==> config.mk <==
export PLATFORM = sky130hd
export DESIGN_NAME = axis_stream_splitter
export DESIGN_NICKNAME = d
export VERILOG_FILES = /design/src/rtl/axis_stream_splitter.sv
export SDC_FILE = /design/constraint.sdc
export NUM_CORES = 1
export LEC_CHECK = 0
export ABC_CLOCK_PERIOD_IN_PS = 2100
export CAP_MARGIN = 10
export CORE_UTILIZATION = 47
export DETAILED_ROUTE_END_ITERATION = 6
export GPL_ROUTABILITY_DRIVEN = 1
export PLACE_DENSITY = 0.83
export SKIP_CTS_REPAIR_TIMING = 1
export SLEW_MARGIN = 5
export SYNTH_ARGS = -nofsm -noshare
export SYNTH_HDL_FRONTEND = slang
export SYNTH_SLANG_ARGS = --single-unit
==> constraint.sdc <==
create_clock -name clk -period 2.1 [get_ports clk]
set_input_delay 0.21 -clock clk [delete_from_list [all_inputs] [get_ports clk]]
set_output_delay 0.21 -clock clk [all_outputs]
set_load 0.005 [all_outputs]
==> src/rtl/axis_stream_splitter.sv <==
// AXI4-Stream 1:2 packet router: each whole packet goes to port A or B, chosen
// from S_tdest on its first beat or by per-packet round-robin.
module axis_stream_splitter #(
    parameter int DATA_W     = 8,
    parameter bit ROUTE_MODE = 1'b0
) (
    input  logic              clk,
    input  logic              reset,
    input  logic              S_tvalid,
    input  logic              S_tlast,
    input  logic [DATA_W-1:0] S_tdata,
    input  logic              S_tdest,
    output logic              S_tready,
    output logic              A_tvalid,
    output logic              A_tlast,
    output logic [DATA_W-1:0] A_tdata,
    input  logic              A_tready,
    output logic              B_tvalid,
    output logic              B_tlast,
    output logic [DATA_W-1:0] B_tdata,
    input  logic              B_tready,
    output logic [15:0]       pkt_cnt_a,
    output logic [15:0]       pkt_cnt_b
);

    typedef enum logic [1:0] {IDLE, LOCK_A, LOCK_B} state_t;

    state_t            state_reg;
    logic              rr_reg;
    logic              sel;
    logic              accept;
    logic [1:0]        out_ready;
    logic [1:0]        out_valid;
    logic [1:0]        out_last;
    logic [1:0]        free;
    logic [DATA_W-1:0] out_data [2];
    logic [15:0]       out_cnt  [2];

    // Destination of the beat currently on S; locked once a packet is under way.
    always_comb begin
        sel = 1'b0;
        case (state_reg)
            IDLE:    sel = ROUTE_MODE ? rr_reg : S_tdest;
            LOCK_A:  sel = 1'b0;
            LOCK_B:  sel = 1'b1;
            default: sel = 1'b0;
        endcase
    end

    assign out_ready = {B_tready, A_tready};
    assign S_tready  = free[sel];
    assign accept    = S_tvalid && S_tready;

    always_ff @(posedge clk or posedge reset) begin
        if (reset) begin
            state_reg <= IDLE;
            rr_reg    <= 1'b0;
        end else if (accept) begin
            case (state_reg)
                IDLE:    if (!S_tlast) state_reg <= sel ? LOCK_B : LOCK_A;
                LOCK_A,
                LOCK_B:  if (S_tlast) state_reg <= IDLE;
                default: state_reg <= IDLE;
            endcase
            if (ROUTE_MODE && S_tlast)
                rr_reg <= ~rr_reg;
        end
    end

    genvar gi;
    generate
        for (gi = 0; gi < 2; gi++) begin : g_port
            logic              valid_reg;
            logic              last_reg;
            logic [DATA_W-1:0] data_reg;
            logic [15:0]       cnt_reg;
            logic              load;
            logic              hs;

            assign load = accept && (sel == 1'(gi));
            assign hs   = valid_reg && out_ready[gi];

            // A load on the handshake cycle replaces the drained beat directly.
            always_ff @(posedge clk or posedge reset) begin
                if (reset) begin
                    valid_reg <= 1'b0;
                    last_reg  <= 1'b0;
                    data_reg  <= '0;
                end else if (load) begin
                    valid_reg <= 1'b1;
                    last_reg  <= S_tlast;
                    data_reg  <= S_tdata;
                end else if (hs) begin
                    valid_reg <= 1'b0;
                end
            end

            always_ff @(posedge clk or posedge reset) begin
                if (reset)
                    cnt_reg <= 16'd0;
                else if (hs && last_reg)
                    cnt_reg <= cnt_reg + 16'd1;
            end

            assign free[gi]      = !valid_reg || out_ready[gi];
            assign out_valid[gi] = valid_reg;
            assign out_last[gi]  = last_reg;
            assign out_data[gi]  = data_reg;
            assign out_cnt[gi]   = cnt_reg;
        end
    endgenerate

    assign A_tvalid  = out_valid[0];
    assign A_tlast   = out_last[0];
    assign A_tdata   = out_data[0];
    assign B_tvalid  = out_valid[1];
    assign B_tlast   = out_last[1];
    assign B_tdata   = out_data[1];
    assign pkt_cnt_a = out_cnt[0];
    assign pkt_cnt_b = out_cnt[1];

endmodule

# Word-level counts from Yosys, hierarchy flattened
# Index checks and enable logic that the tools add are counted.
op_classes:
  add_sub_neg: 2
  n_lt_le_gt_ge: 1
  eq_ne: 4
  muxes: 11
  bitwise_logic: 1
  reduce_logical: 16
op_table:
  columns: ["op", "n"]
  rows:
  - ["$add A16 B1 Y16 const B", 2]
  - ["$logic_and A1 B1 Y1", 7]
  - ["$mux W1", 6]
  - ["$mux W2", 3]
  - ["$ne A2 B2 Y1 const B", 2]
  - ["$pmux W2 S2", 1]
  - ["$reduce_bool A2 Y1", 2]
  - ["$reduce_and A3 Y1", 1]
  - ["$eq A2 B1 Y1 const B", 1]
  - ["$eq A2 B2 Y1 const B", 1]
  - ["$logic_not A1 Y1", 2]
  - ["$logic_not A2 Y1", 1]
  - ["$logic_or A1 B1 Y1", 2]
  - ["$lt A1 B2 Y1 const B", 1]
  - ["$pmux W1 S2", 1]
  - ["$reduce_or A2 Y1", 1]
  - ["$not A1 Y1", 1]
word_totals:
  register_bits: 54
  in_bits: 15
  wordCells: 44

# Longest topological paths before layout
# Gate-level depths: netlist of run 1.
logic_depth:
  word_depth: 7
  mapped_depth: 6

# Worst setup path after synthesis of run 1
# Ideal clock, no wire load.
synth_timing:
  kind: "register to register"
  from: "register state_reg[0]"
  to: "register g_port[1].data_reg[0] (netlist: B_tdata[0])"
  setup_time_ps: 128
  arrival_time_ps: 1432
  t_required_ps: 1972
  setup_slack_ps: 540
  stages_incl_launch_ff: 7
  n_path_buf: 1
  synth_period_minus_slack_ps: 1560
  path_cell_list: "dfrtp_1 -> inv_1 -> ha_1 -> a21oi_1 -> nand3b_1 -> buf_2 -> mux2_1"
synth_between:
  elab_chain_cells: 6
  elab_cells_between_ends: 7
  classes_between: "1 x eq/ne; 3 x mux; 3 x reduce/logical"
synth_lines:
  columns: ["element", "line", "rtl"]
  rows:
  - ["start: declaration", "28", "state_t state_reg;"]
  - ["start signal: assignment", "60", "IDLE: if (!S_tlast) state_reg <= sel ? LOCK_B : LOCK_A;"]
  - ["$eq A2 B2 Y1 / $logic_not A2 Y1 (equally long branches)", "42", "case (state_reg)"]
  - ["$pmux W1 S2 *", "42", null]
  - ["$mux W1 (not written as such) (2 in a row)", "51", "assign S_tready = free[sel];"]
  - ["$logic_and A1 B1 Y1", "52", "assign accept = S_tvalid && S_tready;"]
  - ["$logic_and A1 B1 Y1 *", "80", "assign load = accept && (sel == 1'(gi));"]
  - ["end signal: assignment", "92", "data_reg <= S_tdata;"]
  - ["end: declaration", "75", "logic [DATA_W-1:0] data_reg;"]
# Every way passes the cells marked *; elsewhere a longest branch is shown, timed or not. The select of a mux whose other input is x is not followed.
# A chain may end at the register's enable or synchronous reset.

# Final worst setup path of run 1
layout_timing:
  from: "register state_reg[1]"
  to: "output port S_tready"
layout_between:
  elab_chain_cells: 4
  elab_cells_between_ends: 5
  classes_between: "1 x eq/ne; 3 x mux; 1 x reduce/logical"
layout_lines:
  columns: ["element", "line", "rtl"]
  rows:
  - ["$eq A2 B2 Y1 / $logic_not A2 Y1 (equally long branches)", "42", null]
  - ["$pmux W1 S2 *", "42", null]
  - ["$mux W1 (not written as such) * (2 in a row)", "51", null]
  - ["end: declaration", "13", "output logic S_tready,"]
# Marked as above.

==> results of run 1 <==
==> placed cells by master (no fill, tap or decap), drive strengths merged <==
master and count:
xor2 7, nand2b 2, nor3 1, nand2 15, buf 5, inv 4
dlymetal6s2s 1, o22ai 2, and4 1, nand3 15, and3 5, mux2 20
bufinv 1, clkbuf 5, nor4 2, xnor2 23, a21oi 1, clkdlybuf4s50 66
mux2i 1, nand3b 1, dfrtp 54, nor2 7, or2 1, clkinv 2
ha 4, nand4 10
==> critical path, stage by stage, from the launching register on <==
cell and delay (ps):
dfrtp_1 370, inv_1 60, ha_2 190, a21oi_2 180, mux2_2 370, dlymetal6s2s_1 160
==> kinds of logic (layout without fill, tap and decap cells) <==
| kind of cell | after synthesis | after routing | share of synthesized area |
|---|---|---|---|
| simple gates | 60 | 60 | 0.163 |
| mux | 21 | 21 | 0.101 |
| buf+inv | 6 | 84 | 0.0108 |
| compound gates | 3 | 3 | 0.00754 |
| fa+ha+maj | 4 | 4 | 0.0216 |
| xor+xnor | 30 | 30 | 0.113 |
| flops | 54 | 54 | 0.582 |
==> metal layers <==
metal | vias to the layer above | global-route usage | routed length (um)
met4 | 0 | 0.0588 | 44
li1 | 773 | - | -
met3 | 5 | 0.0486 | 204
met2 | 44 | 0.302 | 2110
met1 | 749 | 0.229 | 1840
met5 | - | 0 | 0
==> final cells by class <==
cell class,instances,area [um2]
Inverter,4,15.0
Sequential cell,54,1350
Fill cell,350,1490
Clock inverter,3,40.0
Tap cell,67,83.8
Multi-Input combinational cell,118,951
Timing Repair Buffer,72,723
Clock buffer,5,68.8
==> power by group <==
part	internal [mW]	leakage [nW]	total [mW]	switching, mW
Clock	0.351	0.0579	0.669	0.318
Combinational	0.746	0.685	1.14	0.395
Sequential	1.32	0.699	1.54	0.224
Total	2.41	1.44	3.35	0.938
==> final timing paths <==
kind                       depth (start not counted)  slack [ps]                         to
max                                                5         260                   S_tready
min                                                2         230   pkt_cnt_b[3]$_DFFE_PP0P_
max reg2reg                                        7         480     A_tdata[7]$_DFFE_PP0P_
min reg2reg                                        1         480  pkt_cnt_a[15]$_DFFE_PP0P_
max in group asynchronous                          3        1350     A_tdata[5]$_DFFE_PP0P_
min in group clk                                   1         480  pkt_cnt_a[15]$_DFFE_PP0P_
==> metrics by stage <==
| step | area, um2 | total power, mW | setup TNS (ps) | cells | hold slack, ps |
|---|---|---|---|---|---|
| floorplan | 2320 | 1.99 | 0 | 178 | 342 |
| global placement | 3110 | 2.67 | 0 | 314 | 461 |
| detailed placement | 3110 | 2.69 | 0 | 314 | 467 |
| CTS | 3220 | 3.38 | -104 | 322 | 245 |
| global route | 3230 | 3.57 | 0 | 323 | 263 |
| finish | 3230 | 3.35 | 0 | 323 | 232 |
==> results.sh, run 1 <==
export IMPL_die_h_um=72.3
export IMPL_critPathLaunch="state_reg[1]$_DFFE_PP0P_"
export IMPL_initialDrtViolationCount=32
export IMPL_leakagePower_nw=1.44
export IMPL_cts_buffer_depth=2
export IMPL_finalWirelength_mm=4.20
export IMPL_synth_area_top_cells="dfrtp_1 58%, xnor2_1 8.7%, mux2_1 7.8%"
export IMPL_core_area_um2=4720
export IMPL_cts_sinks=54
export IMPL_hpwl_mm=3.14
export IMPL_synth_top_flop_cell="dfrtp_1"
export IMPL_clk_latency_ps=300
export IMPL_worst_clock_skew_ps=5.34
export IMPL_synth_avg_cell_area_um2=13.0
export IMPL_grt_max_degree=25
export IMPL_p_per_area_nw_per_um2=1040
export IMPL_cts_reportedPaths_clkPinSlew_ps=90
export IMPL_async_flop_share=1.00
export IMPL_worst_setup_path_start_kind="flop"
export IMPL_arrival_ps=1630
export IMPL_final_setup_worst_slack_ps=257
export IMPL_max_slew_margin_rel=0.680
export IMPL_routedWlPerCell_um=13.0
export IMPL_syn_nets=197
export IMPL_synth_edf_count=0
export IMPL_crit_required_ps=1890
export IMPL_max_freq_mhz=542
export IMPL_drcViolationCount=0
export IMPL_place_congestion=0.741
export IMPL_rsz0062_at_grt="false"
export IMPL_area_delta_synth_final_pct=39.3
export IMPL_synth_most_common_cell="dfrtp_1"
export IMPL_period_needed_ps=1840
export IMPL_avgViaCountPerCell=4.86
export IMPL_yosys_area_top_type_share=0.582
export IMPL_setup_viol=0
export IMPL_fin_nets=274
export IMPL_firstDrtPassIters=4
export IMPL_crit_type="reg -> out"
export IMPL_cap_viol_max_count=0
export IMPL_die_w_um=72.3
export IMPL_cts_htree_levels=2
export IMPL_cts_root_buf="clkbuf_8"
export IMPL_vdd_ir_drop_max_mv=0.730
export IMPL_ys_seq_area_frac=0.582
export IMPL_finalHoldViolCount=0
export IMPL_fin_crit_sh=0.878
export IMPL_grt_pass1_vias=1569
export IMPL_die_area_um2=5220
export IMPL_crit_fanout=3
export IMPL_grt_usage=0.181
export IMPL_ys_ff_latch=54
export IMPL_num_io_pins=68
export IMPL_outcome="completed"
export IMPL_core_rowCount=25
export IMPL_antenna_found_initial=0
export IMPL_synth_largest_area_cell="dfrtp_1"
export IMPL_grt_overflow=0
export IMPL_ys_types=26
export IMPL_netlist_area_um2=2320
export IMPL_tightestPinTransition_ps=479
export IMPL_timing_final_max_slew_violations=0
export IMPL_dp_slack_ps=209
export IMPL_cts_buffers=5
export IMPL_r2r_start="state_reg[1]$_DFFE_PP0P_"
export IMPL_start_util=0.491
export IMPL_drtAntennaViolNets=0
export IMPL_drive_gt1_frac=0.109
export IMPL_cp_end_kind="output pin"
export IMPL_cts_tree="done"
export IMPL_hold_path_class="in -> async"
export IMPL_yosys_top_cells_count="54 x dfrtp_1, 23 x xnor2_1, 16 x mux2_1, 15 x nand2_1, 13 x nand3_1"
export IMPL_vias=1571
export IMPL_utilization=0.685
export IMPL_netlist_instances=178
export IMPL_ys_warn_count=0
export IMPL_insertedDiodeCount=0
export IMPL_portBuffers=67
export IMPL_grt_pass1_wl_mm=7.27
(Power assumes the default switching activity.)
==> inputs of run 2 (changes only) <==
ABC_CLOCK_PERIOD_IN_PS = 1800   (was 2100)
clock period = 1.8 ns   (was 2.1 ns; I/O delays follow)
==> run 2 against run 1 <==
Against the previous run: utilization grew 0.98 points; first-iteration DRC count grew 130%; sequential share of layout area shrank 0.59 points; clock skew shrank 1.6 ps; combinational power grew 25%.
==> results.sh, run 2 (synthesis gave the netlist of run 1 again) <==
export IMPL_place_congestion=0.741
export IMPL_timing_hold_ws_ps=242
export IMPL_drcViolationCount=0
export IMPL_cts_sinks=54
export IMPL_clk_latency_ps=290
export IMPL_cts_htree_levels=2
export IMPL_layout_commonest_cell="clkdlybuf4s50_1"
export IMPL_max_slew_margin_rel=0.784
export IMPL_grt_overflow=0
export IMPL_core_area_um2=4720
export IMPL_start_util=0.491
export IMPL_crit_slowest_cell="dfrtp_1"
export IMPL_totalPowerFinal_mw=4.00
export IMPL_cap_viol_max_count=0
export IMPL_core_rowCount=25
export IMPL_insertedDiodeCount=0
export IMPL_die_h_um=72.3
export IMPL_vias=1605
export IMPL_die_area_um2=5220
export IMPL_seq_area_um2=1350
export IMPL_cts_tree="done"
export IMPL_path_cells="inv_1, ha_4, a21oi_4, mux2_4, dlymetal6s2s_1"
export IMPL_pwr_share_clk=0.194
export IMPL_die_w_um=72.3
export IMPL_period_needed_ps=1730
export IMPL_seqPwrFrac=0.451
export IMPL_swShare=0.279
export IMPL_utilization=0.694
export IMPL_p_switching_mw=1.12
export IMPL_max_freq_mhz=579
export IMPL_antenna_found_initial=0
export IMPL_setup_viol=0
export IMPL_p_int_mw=2.89
export IMPL_num_io_pins=68
export IMPL_worst_r2r_cell_count=6
export IMPL_routedWlPerCell_um=13.4
export IMPL_timing_final_max_slew_violations=0
export IMPL_multiInputGateArea_um2=975
export IMPL_rsz0062_at_grt="false"
export IMPL_grt_pass1_wl_mm=7.23
export IMPL_fin_nets=274
export IMPL_cts_buffer_depth=2
export IMPL_hold_path_class="in -> async"
export IMPL_cts_reportedPaths_clkPinSlew_ps=90
export IMPL_outcome="completed"
export IMPL_leakagePower_nw=1.45
export IMPL_crit_type="reg -> out"
export IMPL_finalWirelength_mm=4.33
export IMPL_portBuffers=67
export IMPL_finalSetupTns_ps=0
export IMPL_crit_required_ps=1620
export IMPL_arrival_ps=1550
export IMPL_crit_fanout=3
export IMPL_worst_setup_path_start_kind="flop"
export IMPL_critPathLaunch="state_reg[0]$_DFFE_PP0P_"
export IMPL_comb_power_share=0.355
export IMPL_fill_cells=338
export IMPL_vdd_ir_drop_max_mv=0.836
export IMPL_tightestPinTransition_ps=323
export IMPL_grt_max_degree=55
export IMPL_firstDrtPassIters=4
export IMPL_drive_gt1_frac=0.109
export IMPL_hpwl_mm=3.11
export IMPL_max_stage_delay_ps=330
export IMPL_r2r_start="state_reg[0]$_DFFE_PP0P_"
export IMPL_crit_path_end="S_tready"
export IMPL_initialDrtViolationCount=72
export IMPL_p_per_area_nw_per_um2=1220
export IMPL_ff2ff_setup_slack_ps=220
export IMPL_grt_pass1_vias=1558
export IMPL_finalHoldViolCount=0
export IMPL_worst_clock_skew_ps=3.75
export IMPL_avgViaCountPerCell=4.97
export IMPL_fin_crit_sh=0.959
export IMPL_r2r_end="B_tdata[7]$_DFFE_PP0P_"
export IMPL_cp_end_kind="output pin"
export IMPL_cts_buffers=5
export IMPL_area_delta_synth_final_pct=41.3
export IMPL_cts_root_buf="clkbuf_8"
export IMPL_drtAntennaViolNets=0
export IMPL_grt_usage=0.180
export IMPL_most_common_layout_cells="66 x clkdlybuf4s50_1, 54 x dfrtp_1, 23 x xnor2_1"
[run 2: how the worst min path moves through the flow]
stage | startpoint | endpoint | slack (ps)
6_report | reset | pkt_cnt_b[13]$_DFFE_PP0P_ | 240
3_5_place_dp | pkt_cnt_a[15]$_DFFE_PP0P_ | pkt_cnt_a[15]$_DFFE_PP0P_ | 470
4_1_cts | reset | pkt_cnt_b[3]$_DFFE_PP0P_ | 250
5_1_grt | reset | pkt_cnt_b[3]$_DFFE_PP0P_ | 260
3_3_place_gp | pkt_cnt_a[15]$_DFFE_PP0P_ | pkt_cnt_a[15]$_DFFE_PP0P_ | 460
2_1_floorplan | S_tdata[0] | A_tdata[0]$_DFFE_PP0P_ | 310
[run 2: critical path: cells and delay by family (launching register included)]
family | cells | cell delay (ps)
AOI/OAI and AO/OA | 1 | 170
muxes | 1 | 320
DFF | 1 | 330
adders and majority gates | 1 | 190
buffers and inverters | 2 | 250
[run 2: power by group through the flow]
stage / clock network (mW) / registers (mW) / logic (mW)
2_1_floorplan: 0 / 1.82 / 0.503
3_5_place_dp: 0 / 1.83 / 1.38
5_1_grt: 0.848 / 1.85 / 1.54
6_report: 0.778 / 1.81 / 1.42
3_3_place_gp: 0 / 1.81 / 1.35
4_1_cts: 0.805 / 1.81 / 1.39
[run 2: cell type report]
cell class / instances / share of cell area
clock buffer: 7 / 0.0233
timing repair buffer: 72 / 0.228
inverter: 4 / 0.00458
clock inverter: 1 / 0.00916
sequential: 54 / 0.412
multi-input combinational: 118 / 0.297
tap: 67 / 0.0256
[run 2: layer usage]
| layer | global-route usage | share of wire | vias up |
|---|---|---|---|
| li1 | - | - | 771 |
| met1 | 0.240 | 0.45 | 779 |
| met2 | 0.287 | 0.48 | 45 |
| met3 | 0.0500 | 0.052 | 10 |
| met4 | 0.0610 | 0.015 | 0 |
| met5 | 0 | 0 | - |
[run 2: per-stage QoR]
step / area [um2] / std cells / worst slack, ps
detailed placement: 3140 / 315 / -17.8
floorplan: 2320 / 178 / 240
global placement: 3140 / 315 / -24.0
finish: 3280 / 323 / 74.0
CTS: 3250 / 323 / -356
global route: 3280 / 323 / 6.90
==> inputs of run 3 (changes only) <==
ABC_CLOCK_PERIOD_IN_PS = 1700   (was 1800)
CELL_PAD_IN_SITES_DETAIL_PLACEMENT = 1   (was unset)
CELL_PAD_IN_SITES_GLOBAL_PLACEMENT = 2   (was unset)
CORE_UTILIZATION = 30   (was 47)
PLACE_DENSITY = 0.82   (was 0.83)
clock period = 1.7 ns   (was 1.8 ns; I/O delays follow)
==> run 3 against run 2 <==
Against the previous run: critical path depth unchanged; clock-buffer cell count decreased by 1; clock power decreased by 12%; routed wire length up 17%; final area grew 1.6%; setup slack got worse by 47 ps; die area grew 55%.
==> results.sh, run 3 (synthesis gave the netlist of run 1 again) <==
export IMPL_outcome="completed"
export IMPL_leakagePower_nw=1.47
export IMPL_hpwl_mm=3.72
export IMPL_dp_slack_ps=-39.1
export IMPL_worst_r2r_cell_count=7
export IMPL_rsz0062_at_grt="true"
export IMPL_totalPowerFinal_mw=4.16
export IMPL_cts_tree="done"
export IMPL_pwr_share_clk=0.165
export IMPL_final_setup_worst_slack_ps=27.1
export IMPL_met3_usage=0.0347
export IMPL_grt_overflow=0
export IMPL_core_rowCount=31
export IMPL_grt_max_degree=45
export IMPL_worst_setup_path_start_kind="flop"
export IMPL_grt_pass1_wl_mm=8.46
export IMPL_place_congestion=0.684
export IMPL_seqPwrFrac=0.459
export IMPL_finalWirelength_mm=5.07
export IMPL_utilization=0.452
export IMPL_routedWlPerCell_um=14.0
export IMPL_arrival_ps=1500
export IMPL_finalSetupTns_ps=0
export IMPL_comb_power_share=0.377
export IMPL_die_area_um2=8090
export IMPL_area_delta_synth_final_pct=43.5
export IMPL_cts_htree_levels=2
export IMPL_tightestPinTransition_ps=301
export IMPL_crit_type="reg -> out"
export IMPL_cts_buffers=5
export IMPL_timing_hold_ws_ps=117
export IMPL_finalHoldViolCount=0
export IMPL_timing_final_max_slew_violations=0
export IMPL_setup_viol=0
export IMPL_cts_sinks=54
export IMPL_core_area_um2=7370
export IMPL_fin_area_um2=3330
export IMPL_dp_cells=353
export IMPL_start_util=0.315
export IMPL_drcViolationCount=0
export IMPL_grt_busiest_layer="met2"
export IMPL_vdd_ir_drop_max_mv=0.722
export IMPL_crit_slowest_cell="dfrtp_1"
export IMPL_p_switching_mw=1.22
export IMPL_clk_latency_ps=300
export IMPL_stdcell_count=361
export IMPL_num_io_pins=68
export IMPL_grt_usage=0.130
export IMPL_drtAntennaViolNets=0
export IMPL_cts_root_buf="clkbuf_8"
export IMPL_crit_required_ps=1530
export IMPL_crit_fanout=2
export IMPL_cts_reportedPaths_clkPinSlew_ps=90
export IMPL_max_slew_margin_rel=0.798
export IMPL_vias=1654
export IMPL_path_cells="inv_2, ha_4, a21oi_2, mux2_4, clkbuf_2"
export IMPL_drive_gt1_frac=0.141
export IMPL_grt_util_met1=0.173
export IMPL_cap_viol_max_count=0
export IMPL_layout_commonest_cell="clkdlybuf4s50_1"
export IMPL_p_int_mw=2.94
export IMPL_ff2ff_setup_slack_ps=30
export IMPL_r2r_start="state_reg[1]$_DFFE_PP0P_"
export IMPL_swShare=0.294
export IMPL_r2r_end="A_tdata[2]$_DFFE_PP0P_"
export IMPL_initialDrtViolationCount=46
export IMPL_die_w_um=90.0
export IMPL_firstDrtPassIters=4
export IMPL_avgViaCountPerCell=4.58
export IMPL_insertedDiodeCount=0
export IMPL_place_area_um2=3230
export IMPL_most_common_layout_cells="66 x clkdlybuf4s50_1, 54 x dfrtp_1, 23 x xnor2_1"
export IMPL_max_stage_delay_ps=390
export IMPL_die_h_um=90.0
export IMPL_fin_crit_sh=0.984
export IMPL_grt_util_met2=0.211
export IMPL_antenna_found_initial=0
export IMPL_portBuffers=67
export IMPL_period_needed_ps=1670
export IMPL_max_freq_mhz=598
export IMPL_cp_end_kind="output pin"
export IMPL_worst_clock_skew_ps=4.59
export IMPL_p_per_area_nw_per_um2=1250
export IMPL_cts_buffer_depth=2
export IMPL_grt_pass1_vias=1682
export IMPL_fin_nets=281
export IMPL_hold_path_class="in -> async"
## run 3: changes by cell type in the layout (fill, tap and decap cells not counted), sizes merged
| cell | change |
|---|---|
| buf | +7 |
| bufinv | -1 |
| clkinvlp | +1 |
| dlymetal6s2s | -1 |
## run 3: area by class of cell
| type | instances | area (um2) |
|---|---|---|
| fillers | 806 | 4040 |
| flip-flops and latches | 54 | 1350 |
| multi-input cells | 118 | 967 |
| repair buffers | 79 | 793 |
| well taps | 99 | 124 |
| clock buffers | 6 | 72.6 |
| inverters | 4 | 15.0 |
| clock inverters | 1 | 7.51 |
## run 3: routing by layer
metal / vias up / part of all wire / wire [um]
met5: - / 0 / 0
met4: 0 / 0.010 / 53
met3: 5 / 0.048 / 241
met2: 45 / 0.48 / 2450
met1: 826 / 0.46 / 2320
li1: 778 / - / -
## run 3: how the worst max path moves through the flow
stage	start	to	slack, ps
after floorplan	state_reg[0]$_DFFE_PP0P_	B_tdata[0]$_DFFE_PP0P_	140
after detailed placement	S_tdest	S_tready	-40
after global routing	state_reg[1]$_DFFE_PP0P_	A_tdata[0]$_DFFE_PP0P_	-60
after CTS	state_reg[1]$_DFFE_PP0P_	S_tready	-390
final	state_reg[1]$_DFFE_PP0P_	S_tready	30
after global placement	S_tdest	S_tready	-40
## run 3: critical path: cells and delay by family (launching register included)
family / cells / cell delay, ps
buffers and inverters: 2 / 180
multiplexers: 1 / 320
AO/OA/AOI/OAI: 1 / 160
flip-flops: 1 / 390
adder cells (fa/ha/maj): 1 / 160
## run 3: power groups by stage
stage                     registers, mW  clock network (mW)  logic (mW)
after floorplan                    1.93                   0       0.533
after global placement             1.93                   0        1.51
after detailed placement           1.93                   0        1.53
after CTS                          1.92               0.723        1.54
after global routing               1.97               0.768        1.71
final                              1.91               0.686        1.57
